### config.mk
export PLATFORM = sky130hd
export DESIGN_NAME = baccarat_sequencer
export DESIGN_NICKNAME = d
export VERILOG_FILES = /design/src/rtl/baccarat_sequencer.sv
export SDC_FILE = /design/constraint.sdc
export NUM_CORES = 1
export LEC_CHECK = 0
export CAP_MARGIN = 20
export CORE_UTILIZATION = 43
export DETAILED_ROUTE_END_ITERATION = 7
export GPL_TIMING_DRIVEN = 0
export HOLD_SLACK_MARGIN = 0.08
export PLACE_DENSITY_LB_ADDON = 0.05
export SLEW_MARGIN = 15
export SYNTH_ARGS = -nofsm -noshare
export SYNTH_HDL_FRONTEND = slang
export SYNTH_SLANG_ARGS = --single-unit
### constraint.sdc
create_clock -name slow_clock -period 1.8 [get_ports slow_clock]
set_input_delay 0.45 -clock slow_clock [delete_from_list [all_inputs] [get_ports slow_clock]]
set_output_delay 0.45 -clock slow_clock [all_outputs]
set_load 0.01 [all_outputs]
### src/rtl/baccarat_sequencer.sv
// Purpose: game-control FSM for the baccarat datapath; sequences card loads, applies third-card rules, drives win lights.
// Latency: one state per slow_clock edge; loads, lights and state_code are registered with the state (pure state decode).
// Backpressure: none; the FSM advances on every edge and DONE holds until resetb is asserted.
module baccarat_sequencer #(
    parameter int unsigned NATURAL_MIN     = 8,
    parameter int unsigned PLAYER_DRAW_MAX = 5
) (
    input  logic       slow_clock,
    input  logic       resetb,
    input  logic [3:0] pscore,
    input  logic [3:0] dscore,
    input  logic [3:0] pcard3,
    output logic       load_pcard1,
    output logic       load_pcard2,
    output logic       load_pcard3,
    output logic       load_dcard1,
    output logic       load_dcard2,
    output logic       load_dcard3,
    output logic       player_win_light,
    output logic       dealer_win_light,
    output logic [3:0] state_code
);

    typedef enum logic [3:0] {
        DEAL_P1  = 4'd0,
        DEAL_D1  = 4'd1,
        DEAL_P2  = 4'd2,
        DEAL_D2  = 4'd3,
        CHECK    = 4'd4,
        DEAL_P3  = 4'd5,
        BANK_CHK = 4'd6,
        DEAL_D3  = 4'd7,
        DONE     = 4'd8
    } state_t;

    localparam logic [3:0] NAT_MIN  = 4'(NATURAL_MIN);
    localparam logic [3:0] PDRAW_MX = 4'(PLAYER_DRAW_MAX);

    state_t r_state;
    state_t w_next;
    logic   w_bank_draw;
    logic   r_load_pcard1, r_load_pcard2, r_load_pcard3;
    logic   r_load_dcard1, r_load_dcard2, r_load_dcard3;
    logic   r_player_win, r_dealer_win;

    // Banker third-card rule after the player has drawn, indexed by banker score
    always_comb begin
        w_bank_draw = 1'b0;
        case (dscore)
            4'd0, 4'd1, 4'd2: w_bank_draw = 1'b1;
            4'd3:             w_bank_draw = (pcard3 != 4'd8);
            4'd4:             w_bank_draw = (pcard3 >= 4'd2) && (pcard3 <= 4'd7);
            4'd5:             w_bank_draw = (pcard3 >= 4'd4) && (pcard3 <= 4'd7);
            4'd6:             w_bank_draw = (pcard3 >= 4'd6) && (pcard3 <= 4'd7);
            default:          w_bank_draw = 1'b0;
        endcase
    end

    // Next-state selection; unused codes recover to the first deal state
    always_comb begin
        w_next = DEAL_P1;
        case (r_state)
            DEAL_P1:  w_next = DEAL_D1;
            DEAL_D1:  w_next = DEAL_P2;
            DEAL_P2:  w_next = DEAL_D2;
            DEAL_D2:  w_next = CHECK;
            CHECK: begin
                if ((pscore >= NAT_MIN) || (dscore >= NAT_MIN)) w_next = DONE;
                else if (pscore <= PDRAW_MX)                    w_next = DEAL_P3;
                else if (dscore <= 4'd5)                        w_next = DEAL_D3;
                else                                            w_next = DONE;
            end
            DEAL_P3:  w_next = BANK_CHK;
            BANK_CHK: w_next = w_bank_draw ? DEAL_D3 : DONE;
            DEAL_D3:  w_next = DONE;
            DONE:     w_next = DONE;
            default:  w_next = DEAL_P1;
        endcase
    end

    // State register with outputs registered from the state being entered
    always_ff @(posedge slow_clock) begin
        if (!resetb) begin
            r_state       <= DEAL_P1;
            r_load_pcard1 <= 1'b1;
            r_load_pcard2 <= 1'b0;
            r_load_pcard3 <= 1'b0;
            r_load_dcard1 <= 1'b0;
            r_load_dcard2 <= 1'b0;
            r_load_dcard3 <= 1'b0;
            r_player_win  <= 1'b0;
            r_dealer_win  <= 1'b0;
        end else begin
            r_state       <= w_next;
            r_load_pcard1 <= (w_next == DEAL_P1);
            r_load_pcard2 <= (w_next == DEAL_P2);
            r_load_pcard3 <= (w_next == DEAL_P3);
            r_load_dcard1 <= (w_next == DEAL_D1);
            r_load_dcard2 <= (w_next == DEAL_D2);
            r_load_dcard3 <= (w_next == DEAL_D3);
            r_player_win  <= (w_next == DONE) && (pscore >= dscore);
            r_dealer_win  <= (w_next == DONE) && (dscore >= pscore);
        end
    end

    assign load_pcard1      = r_load_pcard1;
    assign load_pcard2      = r_load_pcard2;
    assign load_pcard3      = r_load_pcard3;
    assign load_dcard1      = r_load_dcard1;
    assign load_dcard2      = r_load_dcard2;
    assign load_dcard3      = r_load_dcard3;
    assign player_win_light = r_player_win;
    assign dealer_win_light = r_dealer_win;
    assign state_code       = r_state;

endmodule

**Word level (Yosys, flattened, before mapping)**

Index checks and enable logic that the tools add are counted.

- Register bits: 12
- Logic and storage cells: 57
- Output and inout port bits: 12
- Bits of input ports: 14

- Equality and inequality tests: 21
- Reduce and logical (&&, ||, !) cells: 11
- Order comparisons: 10
- Muxes and demuxes: 6

Operators by type and width:

| operator | number |
|---|---|
| 4-bit by 3-bit equality test with 1-bit output, second input constant | 9 |
| 4-bit case mux with 8 select lines | 1 |
| 4-bit by 2-bit equality test with 1-bit output, second input constant | 6 |
| 4-bit two-way mux | 4 |
| 4-bit by 1-bit equality test with 1-bit output, second input constant | 3 |
| 4-bit by 3-bit <= comparator with 1-bit output, second input constant | 3 |
| 4-bit zero test | 3 |
| 4-bit equality test, second input constant | 2 |
| 4-bit by 3-bit >= comparator with 1-bit output, second input constant | 2 |
| 4-bit >= comparator | 2 |
| 4-bit >= comparator, second input constant | 2 |
| 1-bit logical AND | 5 |
| 1-bit case mux with 5 select lines | 1 |
| 4-bit by 2-bit >= comparator with 1-bit output, second input constant | 1 |
| 4-bit != test, second input constant | 1 |
| 3-bit OR reduction | 1 |
| 2-bit OR reduction | 1 |
| 1-bit logical OR | 1 |

**Longest topological paths before layout**

Gate-level depths: netlist (run 1).

- Depth in word-level cells: 7
- Depth in mapped cells: 7
- Mapped depth without buffers: 7

**Worst setup path before layout (run 1)**

OpenSTA, ideal clock, no wires.

- Path kind: input to register
- Start: in pscore[1]
- End: reg r_player_win, in the netlist player_win_light
- Library setup time: 70 ps
- Cell stages on the path: 7
- Data arrival time: 1,366 ps
- Data required time: 1,730 ps
- Buffers on the path: 0
- Path slack: 364 ps
- Cells stage by stage: inv_1 -> ha_1 -> nor2b_1 -> o21ai_1 -> nand2b_1 -> a21o_1 -> a21oi_1

- Cells in the longest elaborated chain, start to end: 6
- Elaborated cells on any way between the ends: 9
- Those cells by class: order compare (3); eq/ne (1); mux (3); reduce/logical (2)

Ends and longest elaborated chain:

| item | RTL line | RTL |
|---|---|---|
| from (decl) | 10 | `input logic [3:0] pscore,` |
| 4-bit by 3-bit <= comparator with 1-bit output or 4-bit >= comparator (tied branches) | 69, 68 |  |
| 4-bit two-way mux or 1-bit logical OR (tied branches) | 69, 68 |  |
| 4-bit two-way mux | 68 | `if ((pscore >= NAT_MIN) \|\| (dscore >= NAT_MIN)) w_next = DONE;` |
| 4-bit case mux with 8 select lines | 62 | `case (r_state)` |
| 4-bit equality test | 101 | `r_player_win <= (w_next == DONE) && (pscore >= dscore);` |
| 1-bit logical AND * | 101 |  |
| to (signal assigned) | 101 |  |
| to (decl) | 44 | `logic r_player_win, r_dealer_win;` |

Every way passes the cells marked *; elsewhere a longest branch is shown, timed or not.
A chain may end at the register's enable or synchronous reset.

**Worst setup path after layout (run 1)**

- Start: in pcard3[2]
- End: reg r_dealer_win, in the netlist dealer_win_light

- Cells in the longest elaborated chain, start to end: 7
- Elaborated cells on any way between the ends: 13
- Those cells by class: order compare (4); eq/ne (2); mux (3); reduce/logical (4)

Ends and longest elaborated chain:

| item | RTL line | RTL |
|---|---|---|
| from (decl) | 12 | `input logic [3:0] pcard3,` |
| 4-bit by 3-bit >= comparator with 1-bit output, or another cell as far along | 54 | `4'd6: w_bank_draw = (pcard3 >= 4'd6) && (pcard3 <= 4'd7);` |
| 1-bit logical AND (on tied branches) | 54, 52, 53 |  |
| 1-bit case mux with 5 select lines * | 49 | `case (dscore)` |
| 4-bit two-way mux * | 74 | `BANK_CHK: w_next = w_bank_draw ? DEAL_D3 : DONE;` |
| 4-bit case mux with 8 select lines * | 62 |  |
| 4-bit equality test * | 102 | `r_dealer_win <= (w_next == DONE) && (dscore >= pscore);` |
| 1-bit logical AND * | 102 |  |
| to (signal assigned) | 102 |  |
| to (decl) | 44 |  |

Marked as above.

==> results of run 1 <==
## how the worst max path moves through the flow
stage / to / slack, ns / start / cells after the start
after floorplan: player_win_light / 0.36 / pscore[1] / 7
after global placement: dealer_win_light / -0.27 / dscore[2] / 6
after detailed placement: dealer_win_light / -0.30 / dscore[2] / 6
after CTS: player_win_light / 0.01 / pscore[1] / 8
after global routing: dealer_win_light / 0.01 / pcard3[2] / 6
final: dealer_win_light / 0.09 / pcard3[2] / 6
## cells by family (layout without fill, tap and decap cells)
group / count (synthesis) / count (layout) / share of synthesized area
compound gates: 25 / 25 / 0.244
fa+ha+maj: 4 / 4 / 0.0673
buf+inv: 10 / 38 / 0.0673
flops: 12 / 12 / 0.323
simple gates: 38 / 38 / 0.298
## metal layers
layer,wire [um],track usage,part of all wire
met5,0,0,0
met3,88,0.0667,0.049
met1,855,0.279,0.47
met2,846,0.355,0.47
met4,16,0.0563,0.0089
## area by class of cell
class	count	area (um2)	share of cell area
clock buffers	3	22.5	0.0208
plain buffers	4	27.5	0.0254
well taps	16	20.0	0.0185
inverters	6	22.5	0.0208
flip-flops and latches	12	240	0.222
repair buffers	25	263	0.242
multi-input cells	67	488	0.450
## registers in the layout (all words and copies together) (netlist names)
signal,flops
load_pcard3,1
player_win_light,1
load_dcard1,1
load_pcard2,1
load_dcard2,1
load_dcard3,1
load_pcard1,1
state_code,4
dealer_win_light,1
## cell usage after synthesis (2+ instances only)
master    count
o21ai_0       4
inv_1         6
a211oi_1      3
dfxtp_1      12
nor2b_1       5
nand2b_1      3
a21oi_1       5
buf_4         3
ha_1          4
o21a_1        2
nand3_1       3
nor2_1        6
nand4_1       2
nand2_1       5
nor3_1        2
## stage by stage
| stage | hold slack [ns] | total power, mW | cell area, um2 |
|---|---|---|---|
| 2_1_floorplan | 0.512 | 0.407 | 743 |
| 3_3_place_gp | 0.630 | 0.494 | 1010 |
| 3_5_place_dp | 0.627 | 0.500 | 1010 |
| 4_1_cts | 0.640 | 0.661 | 1040 |
| 5_1_grt | 0.688 | 0.706 | 1080 |
| 6_report | 0.624 | 0.672 | 1080 |
## power groups by stage
| stage | clock [mW] | combinational [mW] | sequential, mW |
|---|---|---|---|
| 6_report | 0.166 | 0.217 | 0.290 |
| 5_1_grt | 0.177 | 0.237 | 0.292 |
| 4_1_cts | 0.165 | 0.206 | 0.290 |
| 3_5_place_dp | 0 | 0.204 | 0.296 |
| 3_3_place_gp | 0 | 0.200 | 0.294 |
| 2_1_floorplan | 0 | 0.103 | 0.304 |
## timing repair
action,CTS,global route
pin swaps,1,4
setup endpoints to repair,3,4
resized for setup,1,11
## critical path, cell delays in order
cell and delay [ns]:
clkdlybuf4s50_1 0.48, or3b_4 0.39, o311ai_4 0.12, nand2_2 0.10, a22oi_2 0.26, nor2_1 0.07
==> results.toml, run 1 <==
[worst_setup_path]
required_ns = 1.96
reg2reg_from = "state_code[1]"
crit_fanout = 4
r2r-end = "load_pcard2"
reg2reg_depth = 4
cp_data_arrival_time_ns = 1.88
r2r_slack_ns = 0.40
critPathCaptureType = "flip-flop"
worstSetupPathType = "in -> reg"
start_kind = "primary input"

[die]
rows = 14
coreArea_um2 = 1560
ios = 26
die_area_um2 = 1900
start_util = 0.477
die_w_um = 43.6
chipHeight_um = 43.6

[timing]
max_freq_ghz = 0.583
setup_ws_ns = 0.0856
setup_tns_ns = 0
finalCritPeriodShare = 0.952
finalHoldViolCount = 0
rsz0062_at_grt = "no"
tightest_slew_ns = 0.366
setup_viol = 0
period_needed_ns = 1.71
slew_violations = 0
timing.slew.headroom = 0.753
finClkSkew_ns = 0.00955

[routing]
wirelength_um = 1810
wl_per_cell_um = 13.6
vias_per_cell = 5.75
ant_nets = 0
vias = 765
drc = 4
drt_iter0_drc = 20
first_pass_iters = 6

[clock_network]
cts_buffers = 3
clock_path_buffers = 2
post_cts_buffers = 0
clk_pin_slew_worst_paths_ns = 0.07
cts_sinks = 12
cts_tree = "done"
cts_hold_buffers = 0
clock-root-buffer = "clkbuf_4"
clk_latency_ns = 0.28
cts_max_level = 1

[pwr]
netSwitchingFraction = 0.299
pwr-share-seq = 0.431
combPwrFrac = 0.322
power_leakage_nw = 0.479
power_frac_clock = 0.247
p_switching_mw = 0.201
p_int_mw = 0.471
p_per_area_nw_per_um2 = 621
peakVddDrop_uv = 466

[yosys]
ys_top_cells_by_area = "dfxtp_1, ha_1, nor2b_1"
async_reset_ff_frac = 0
ys_seq_area_frac = 0.323
synth_top_cell_area_share = 0.323
synthFlopType = "dfxtp_1"
synth_nets = 107
synth_seq_cells = 12
yosys_warnings = 0
yosys.area.top_type = "dfxtp_1"
syn-cell-area_um2 = 743
syn_inst = 89
ys_types = 39
avgSynthCellArea_um2 = 8.35
synth_edf_count = 0

[layout]
layout_commonest_cell = "clkdlybuf4s50_1"
num-fill-cells = 123
layout_common_cells = "clkdlybuf4s50_1, dfxtp_1, inv_1, nor2_1"
drive_gt1_frac = 0.145
final_nets = 137
area_growth_pct = 45.8
final_util = 0.695
antenna_cells = 0
fin_cells = 133

[grt]
grt_pass1_vias = 698
grt_overflow = 0
grt_pass1_wl_um = 3070
grt_max_degree = 11
antenna_found_initial = 0
grtUsageTotal = 0.218

[placed_design]
gp_congestion = 0.824
io_buffers = 25
pre_cts_slack_ns = -0.302
dpl.cell_count = 130
place_hpwl_um = 1370

[worst_hold_path]
holdPathEnd = "load_pcard1"
hold_class = "reg -> reg"
hp-start = "state_code[3]"
hold-path-cell-count = 3

[status]
status = "finished, violations left"
violations = "DRC"

[job]
maxCapViolCount = 0
Note: power is estimated with default switching activity, not from simulation.
==> run 2: changes to the inputs <==
Settings changed: CORE_UTILIZATION 43 to 46, CTS_BUF_LIST from default to sky130_fd_sc_hd__clkbuf_4 sky130_fd_sc_hd__clkbuf_8.
==> results.toml, run 2 (synthesized netlist as in run 1, its figures left out) <==
[pwr]
p_switching_mw = 0.191
p_int_mw = 0.470
p_per_area_nw_per_um2 = 614
combPwrFrac = 0.324
power_leakage_nw = 0.468
pwr-share-seq = 0.436
netSwitchingFraction = 0.289
peakVddDrop_uv = 333
power_frac_clock = 0.239

[timing]
finalHoldViolCount = 0
finalCritPeriodShare = 0.975
max_freq_ghz = 0.570
timing.slew.headroom = 0.776
rsz0062_at_grt = "no"
slew_violations = 0
finClkSkew_ns = 0.00681
tightest_slew_ns = 0.332
setup_viol = 0
period_needed_ns = 1.75
whs_ns = 0.671

[worst_setup_path]
cp_data_arrival_time_ns = 1.91
reg2reg_depth = 4
critPathTopFamily = "simple AND/OR/NAND/NOR gates"
reg2reg_from = "state_code[1]"
critPathBufInv = 1
required_ns = 1.95
max_stage_delay_ns = 0.49
r2r-end = "load_pcard2"
critPathCaptureType = "flip-flop"
cpMaxStageDelayCell = "clkdlybuf4s50_1"
path_cells = "clkdlybuf4s50_1 > or3b_4 > o311ai_4 > nand2_2 > a22oi_2 > nor2_1"
crit_fanout = 4
worstSetupPathType = "in -> reg"
r2r_slack_ns = 0.39
start_kind = "primary input"

[placed_design]
gp_congestion = 0.790
place_hpwl_um = 1290
io_buffers = 25
dpl.cell_count = 130

[layout]
final_nets = 137
num-fill-cells = 119
area_growth_pct = 44.9
multi_input_area_um2 = 484
drive_gt1_frac = 0.137
antenna_cells = 0
largest_reg_flops = 4
layout_commonest_cell = "clkdlybuf4s50_1"
regArea_um2 = 240
fin_cells = 133
final_util = 0.715
layout_common_cells = "clkdlybuf4s50_1, dfxtp_1, inv_1, nor2_1"

[clock_network]
cts_tree = "done"
clock-root-buffer = "clkbuf_4"
cts_sinks = 12
clock_path_buffers = 2
cts_hold_buffers = 0
clk_pin_slew_worst_paths_ns = 0.07
cts_buffers = 3
clk_latency_ns = 0.27
cts_max_level = 1

[die]
ios = 26
chipHeight_um = 42.2
start_util = 0.493
coreArea_um2 = 1510
die_w_um = 42.2
rows = 14
die_area_um2 = 1780

[routing]
first_pass_iters = 4
drc = 0
vias = 755
ant_nets = 0
vias_per_cell = 5.68
wl_per_cell_um = 12.4
drt_iter0_drc = 21
wirelength_um = 1640

[grt]
grtUsageMet1 = 0.239
grt_pass1_vias = 652
busiest_layer = "met2"
use_met3 = 0.0388
grt_max_degree = 11
grt_util_met2 = 0.335
grtUsageTotal = 0.193
grt_overflow = 0
grt_pass1_wl_um = 2670
antenna_found_initial = 0

[worst_hold_path]
hold_class = "reg -> reg"
holdPathEnd = "load_pcard1"
hold-path-cell-count = 3
hp-start = "state_code[3]"

[job]
maxCapViolCount = 0

[status]
status = "completed"
## run 2: power groups by stage
| stage | combinational, mW | clock (mW) | sequential (mW) |
|---|---|---|---|
| final | 0.214 | 0.158 | 0.289 |
| after global routing | 0.234 | 0.177 | 0.290 |
| after CTS | 0.204 | 0.167 | 0.289 |
| after detailed placement | 0.202 | 0 | 0.295 |
| after global placement | 0.199 | 0 | 0.294 |
| after floorplan | 0.103 | 0 | 0.304 |
## run 2: worst max-delay path by stage
stage	startpoint	to	slack, ns	cells past startpoint
global placement	dscore[2]	dealer_win_light	-0.28	6
detailed placement	dscore[2]	state_code[3]	-0.31	6
finish	pcard3[3]	dealer_win_light	0.05	6
global route	pcard3[3]	dealer_win_light	0.02	6
floorplan	pscore[1]	player_win_light	0.36	7
CTS	dscore[1]	dealer_win_light	0.02	6
## run 2: worst register-to-register path, stage by stage (launching register included)
cell      delay, ns
dfxtp_1        0.31
buf_4          0.16
or2_1          0.27
o221ai_1       0.33
and4b_1        0.23
## run 2: layer usage
metal / up-vias / wire (um)
met3: 2 / 42
met1: 349 / 750
met4: 0 / 13
met2: 22 / 836
li1: 382 / -
met5: - / 0
## run 2: cell type report
cell class | count | share of cell area
multi-input combinational | 67 | 0.449
timing repair buffer | 25 | 0.242
sequential | 12 | 0.223
buffer | 4 | 0.0256
clock buffer | 3 | 0.0209
inverter | 6 | 0.0209
tap | 16 | 0.0186
## run 2: per-stage QoR
stage	area, um2	setup WS [ns]	total power, mW	setup TNS [ns]
6_report	1080	0.0451	0.661	0
2_1_floorplan	743	0.364	0.407	0
4_1_cts	1040	0.0151	0.660	0
5_1_grt	1080	0.0168	0.701	0
3_5_place_dp	1010	-0.313	0.498	-1.93
3_3_place_gp	1010	-0.277	0.494	-1.73
## run 2: timing repair
action,4_1_cts,5_1_grt
endpoints found under the setup margin,3,5
pin swaps,0,2
endpoints found under the hold margin,0,0
buffers inserted,0,0
resized for setup,1,9
==> run 3: changes to the inputs <==
Settings changed: REMOVE_ABC_BUFFERS from default to 1.
==> results.toml, run 3 (synthesized netlist as in run 1, its figures left out) <==
[status]
status = "completed"

[pwr]
peakVddDrop_uv = 518
power_leakage_nw = 0.439
p_per_area_nw_per_um2 = 666
total_power_mw = 0.714

[die]
coreArea_um2 = 1510
rows = 14
chipHeight_um = 42.2
start_util = 0.493
die_area_um2 = 1780
die_w_um = 42.2
ios = 26

[timing]
setup_viol = 0
tightest_slew_ns = 0.344
finalHoldViolCount = 0
slew_violations = 0
finalCritPeriodShare = 0.975
period_needed_ns = 1.75
finClkSkew_ns = 0.00493
timing.slew.headroom = 0.771
max_freq_ghz = 0.570

[routing]
drc = 0
wirelength_um = 1720
ant_nets = 0
vias = 779
vias_per_cell = 5.99
wl_per_cell_um = 13.2
drt_iter0_drc = 12
first_pass_iters = 4

[grt]
grt_pass1_wl_um = 2830
grt_max_degree = 14
grtUsageTotal = 0.209
antenna_found_initial = 0
grt_pass1_vias = 639
grt_overflow = 0

[layout]
multi_input_area_um2 = 493
antenna_cells = 0
regArea_um2 = 245
final_nets = 133
largest_reg_flops = 4
final_area_um2 = 1070
num-fill-cells = 134
layout_common_cells = "clkdlybuf4s50_1, dfxtp_1, nor2_1"
area_growth_pct = 44.3
drive_gt1_frac = 0.167
layout_commonest_cell = "clkdlybuf4s50_1"

[worst_hold_path]
hold_class = "reg -> reg"

[placed_design]
place_hpwl_um = 1310
placed_area_um2 = 986
gp_congestion = 0.773
io_buffers = 25

[clock_network]
cts_tree = "done"
clock_path_buffers = 2
cts_max_level = 1
clock-root-buffer = "clkbuf_4"
cts_sinks = 12
clk_latency_ns = 0.28
clk_pin_slew_worst_paths_ns = 0.07
cts_hold_buffers = 0
cts_buffers = 3
post_cts_buffers = 0

[worst_setup_path]
max_stage_delay_ns = 0.50
critPathBufInv = 1
start_kind = "primary input"
cp_data_arrival_time_ns = 1.92
worstSetupPathType = "in -> reg"
cpMaxStageDelayCell = "clkdlybuf4s50_1"
path_cells = "clkdlybuf4s50_1 > or3b_4 > o311ai_4 > nand2_2 > a22oi_2 > nor2_1"
required_ns = 1.96
critPathTopFamily = "simple AND/OR/NAND/NOR gates"
crit_fanout = 4
critPathCaptureType = "flip-flop"

[job]
maxCapViolCount = 0
run 3: cell count changes in the layout (fill, tap and decap cells not counted), moves of 2 or more:
cell / delta
buf_4: -3
clkdlybuf4s50_1: +2
dfxtp_1: -4
dfxtp_2: +4
dlymetal6s2s_1: -2
run 3: per-layer routing:
layer  share of wire  track usage  routed length [um]
met1            0.43        0.256                 738
met2            0.48        0.345                 829
met3           0.060       0.0517                 103
met4           0.026       0.0938                  44
met5               0            0                   0
run 3: stage by stage:
stage	TNS [ns]	worst slack, ns	cells	util	hold WS (ns)
after CTS	0	0.00555	130	0.682	0.547
after detailed placement	-1.93	-0.288	126	0.654	0.594
after global placement	-1.64	-0.266	126	0.654	0.595
final	0	0.0455	130	0.712	0.565
after global routing	-0.00180	-0.00180	130	0.712	0.601
after floorplan	0	0.364	85	-	0.512
run 3: path summary, 6_finish.rpt:
check | from | to | slack [ns] | depth (start not counted)
worst min register to register | state_code[3] | load_pcard1 | 0.57 | 2
worst max register to register | state_code[1] | load_pcard2 | 0.46 | 3
worst min-delay path | state_code[3] | load_pcard1 | 0.57 | 2
worst max-delay path | pcard3[3] | dealer_win_light | 0.05 | 6
run 3: layout make-up:
cell class,count,share of cell area
clock buffers,4,0.0338
inverters,6,0.0210
multi-input cells,67,0.460
flip-flops and latches,12,0.229
well taps,16,0.0187
repair buffers,25,0.238
run 3: report_power, final:
group	leakage [nW]	internal [mW]	total [mW]	switching, mW
sequential	0.0996	0.284	0.307	0.0228
clock	0.0210	0.123	0.213	0.0902
combinational	0.318	0.105	0.193	0.0881
total	0.439	0.513	0.714	0.201
run 3: repair_timing:
item	4_1_cts	5_1_grt
endpoints found under the setup margin	4	5
pin swaps	0	1
gates resized for setup	4	10
run 3: worst min-delay path, stage by stage (launching register included):
cell and delay (ns):
dfxtp_2 0.38, o21ai_0 0.09, nand2_1 0.05
==> patch, RTL diff (flow settings as in run 2) <==
Reset style: asynchronous (`resetb`), changed in one clocked block.
--- a/src/rtl/baccarat_sequencer.sv
+++ b/src/rtl/baccarat_sequencer.sv
@@ -79,7 +79,7 @@
     end
 
     // State register with outputs registered from the state being entered
-    always_ff @(posedge slow_clock) begin
+    always_ff @(posedge slow_clock or negedge resetb) begin
         if (!resetb) begin
             r_state       <= DEAL_P1;
             r_load_pcard1 <= 1'b1;
Function: differs if resetb is asserted again (counterexample within 4 cycles, from zero or initial values and one cycle with resetb low); with resetb held inactive, the same outputs for 10 cycles.
==> patch against run 2 <==
Critical path depth decreased by 5; cell count decreased by 9.0%; critical endpoint is now load_pcard1; sequential cell count unchanged; setup slack improved by 9.4 ps; routed wire length decreased by 12%; synthesized area decreased by 3.4%; design area decreased by 3.9%; worst hold slack got worse by 160 ps.
Power is not compared: it rests on default switching activity, and its combinational part moved more than twofold at a synthesized area within 25%.
==> patch: results (changes against run 2) <==
[metrics] status: finished, final reports clean (unchanged)
[metrics] largest net degree at the start of global routing: 13 (was 11)
[metrics] part of the Yosys area used for sequential elements: 0.420 (was 0.323)
[metrics] # placed instances: 117 (was 130)
[metrics] final weighted congestion in routability-driven placement: 0.899 (was 0.790)
[metrics] share of layout cells above drive strength 1: 0.113 (was 0.137)
[metrics] fillers: 109 (was 119)
[metrics] slowest library cell on the worst path: sky130_fd_sc_hd__dfstp_2 (was sky130_fd_sc_hd__clkdlybuf4s50_1)
[metrics] DRT Wirelength: 1440 microns (was 1640 microns)
[metrics] Final Skew: 11.1 ps (was 6.81 ps)
[metrics] post-synthesis share of cell area spent on xor and xnor gates: 0.0122 (was 0)
[metrics] largest delay contributor family on the critical path: flip-flops (was simple AND/OR/NAND/NOR gates)
[metrics] buffer type at the clock tree root: sky130_fd_sc_hd__clkbuf_4 (unchanged)
[metrics] unique cell type count in the Yosys netlist: 35 (was 39)
[metrics] Tightest Hold Check Type: in -> async (was reg -> reg)
[metrics] final layout net count: 125 (was 137)
[metrics] Tmin final: 1750 ps (about the same)
[metrics] pre-CTS setup slack: -286 ps (was -313 ps)
[metrics] drt via density: 5.71 (was 5.68)
[metrics] fraction of the mapped netlist area in compound gates: 0.207 (was 0.244)
[metrics] number of DRC markers in iteration 0: 13 (was 21)
[metrics] net count of the mapped netlist: 95 (was 107)
[metrics] vias in the first global route: 580 (was 652)
[metrics] number of warning messages in the yosys log: 0 (unchanged)
[metrics] crit path max fanout: 1 (was 4)
[metrics] post-synthesis area per instance: 9.33 sq um (was 8.35 sq um)
[metrics] number of antenna violations at the first check in global routing: 0 (unchanged)
[metrics] number of cells on the worst reg-to-reg path: 5 (was 4)
[metrics] global-route usage over all layers: 0.190 (was 0.193)
[metrics] max FFs per register: 4 (unchanged)
[metrics] Async SR Flop Fraction: 1.00 (was 0)
[metrics] cells taking the most area after synthesis: sky130_fd_sc_hd__dfrtp_1 (38%), sky130_fd_sc_hd__ha_1 (7.0%), sky130_fd_sc_hd__nand2b_1 (4.4%) (was sky130_fd_sc_hd__dfxtp_1 (32%), sky130_fd_sc_hd__ha_1 (6.7%), sky130_fd_sc_hd__nor2b_1 (4.2%))
[metrics] count of inserted antenna diode cells: 0 (unchanged)
[metrics] vias after detailed routing: 691 (was 755)
[metrics] Commonest cells post-synth: sky130_fd_sc_hd__dfrtp_1 (11), sky130_fd_sc_hd__inv_1 (6), sky130_fd_sc_hd__nand2_1 (5), sky130_fd_sc_hd__nand2b_1 (5), sky130_fd_sc_hd__nor2_1 (5) (was sky130_fd_sc_hd__dfxtp_1 (12), sky130_fd_sc_hd__inv_1 (6), sky130_fd_sc_hd__nor2_1 (6))
[metrics] adder-cell share of the synthesized area: 0.0697 (was 0.0673)
[metrics] pin slew with the least headroom to its limit: 489 ps (was 332 ps)
[metrics] HPWL Detailed: 1150 microns (was 1290 microns)
[metrics] drt first pass iters: 4 (unchanged)
[metrics] CP peak stage delay: 520 ps (was 490 ps)
[patch: logic make-up after synthesis]
family / Yosys count
adder cells (fa/ha/maj): 4
AO/OA/AOI/OAI: 21
XOR/XNOR: 1
buffers and inverters: 10
AND/OR/NAND/NOR: 29
flip-flops: 12
[patch: power groups by stage]
stage          clock, W  combinational, W  sequential (W)
2_1_floorplan         0          0.000374        0.000452
3_3_place_gp          0          0.000699        0.000401
3_5_place_dp          0          0.000706        0.000403
4_1_cts        0.000188          0.000723        0.000397
5_1_grt        0.000209          0.000801        0.000407
6_report       0.000179          0.000739        0.000396
[patch: path summary, 6_finish.rpt]
check | start | end
setup reg to reg | state_code[0] | player_win_light
hold reg to reg | state_code[3] | load_dcard2
max in group asynchronous | resetb | load_pcard1
min in group slow_clock | state_code[3] | load_dcard2
setup / recovery | load_pcard1 | load_pcard1
hold / removal | resetb | load_dcard1
[patch: what timing repair did]
item	4_1_cts	5_1_grt
pin swaps	0	1
gates resized for setup	1	2
gates cloned	0	0
endpoints found under the setup margin	1	2
setup buffers	0	0
[patch: routing by layer]
| layer | GRT usage | share of wire |
|---|---|---|
| met5 | 0 | 0 |
| met2 | 0.281 | 0.45 |
| met3 | 0.0435 | 0.059 |
| met1 | 0.250 | 0.47 |
| met4 | 0.116 | 0.025 |
[patch: final cells by class]
cell class,count,share of cell area
inverter,6,0.0218
timing repair buffer,25,0.242
sequential,12,0.291
buffer,4,0.0206
multi-input combinational,55,0.377
clock buffer,4,0.0290
tap,15,0.0181
[patch: through the flow]
step                      area, sq um  setup TNS, ps   util
after floorplan                   718              0      -
after global placement            987          -1370  0.714
after detailed placement          987          -1400  0.714
after CTS                        1030              0  0.742
after global routing             1030              0  0.748
final                            1030              0  0.748
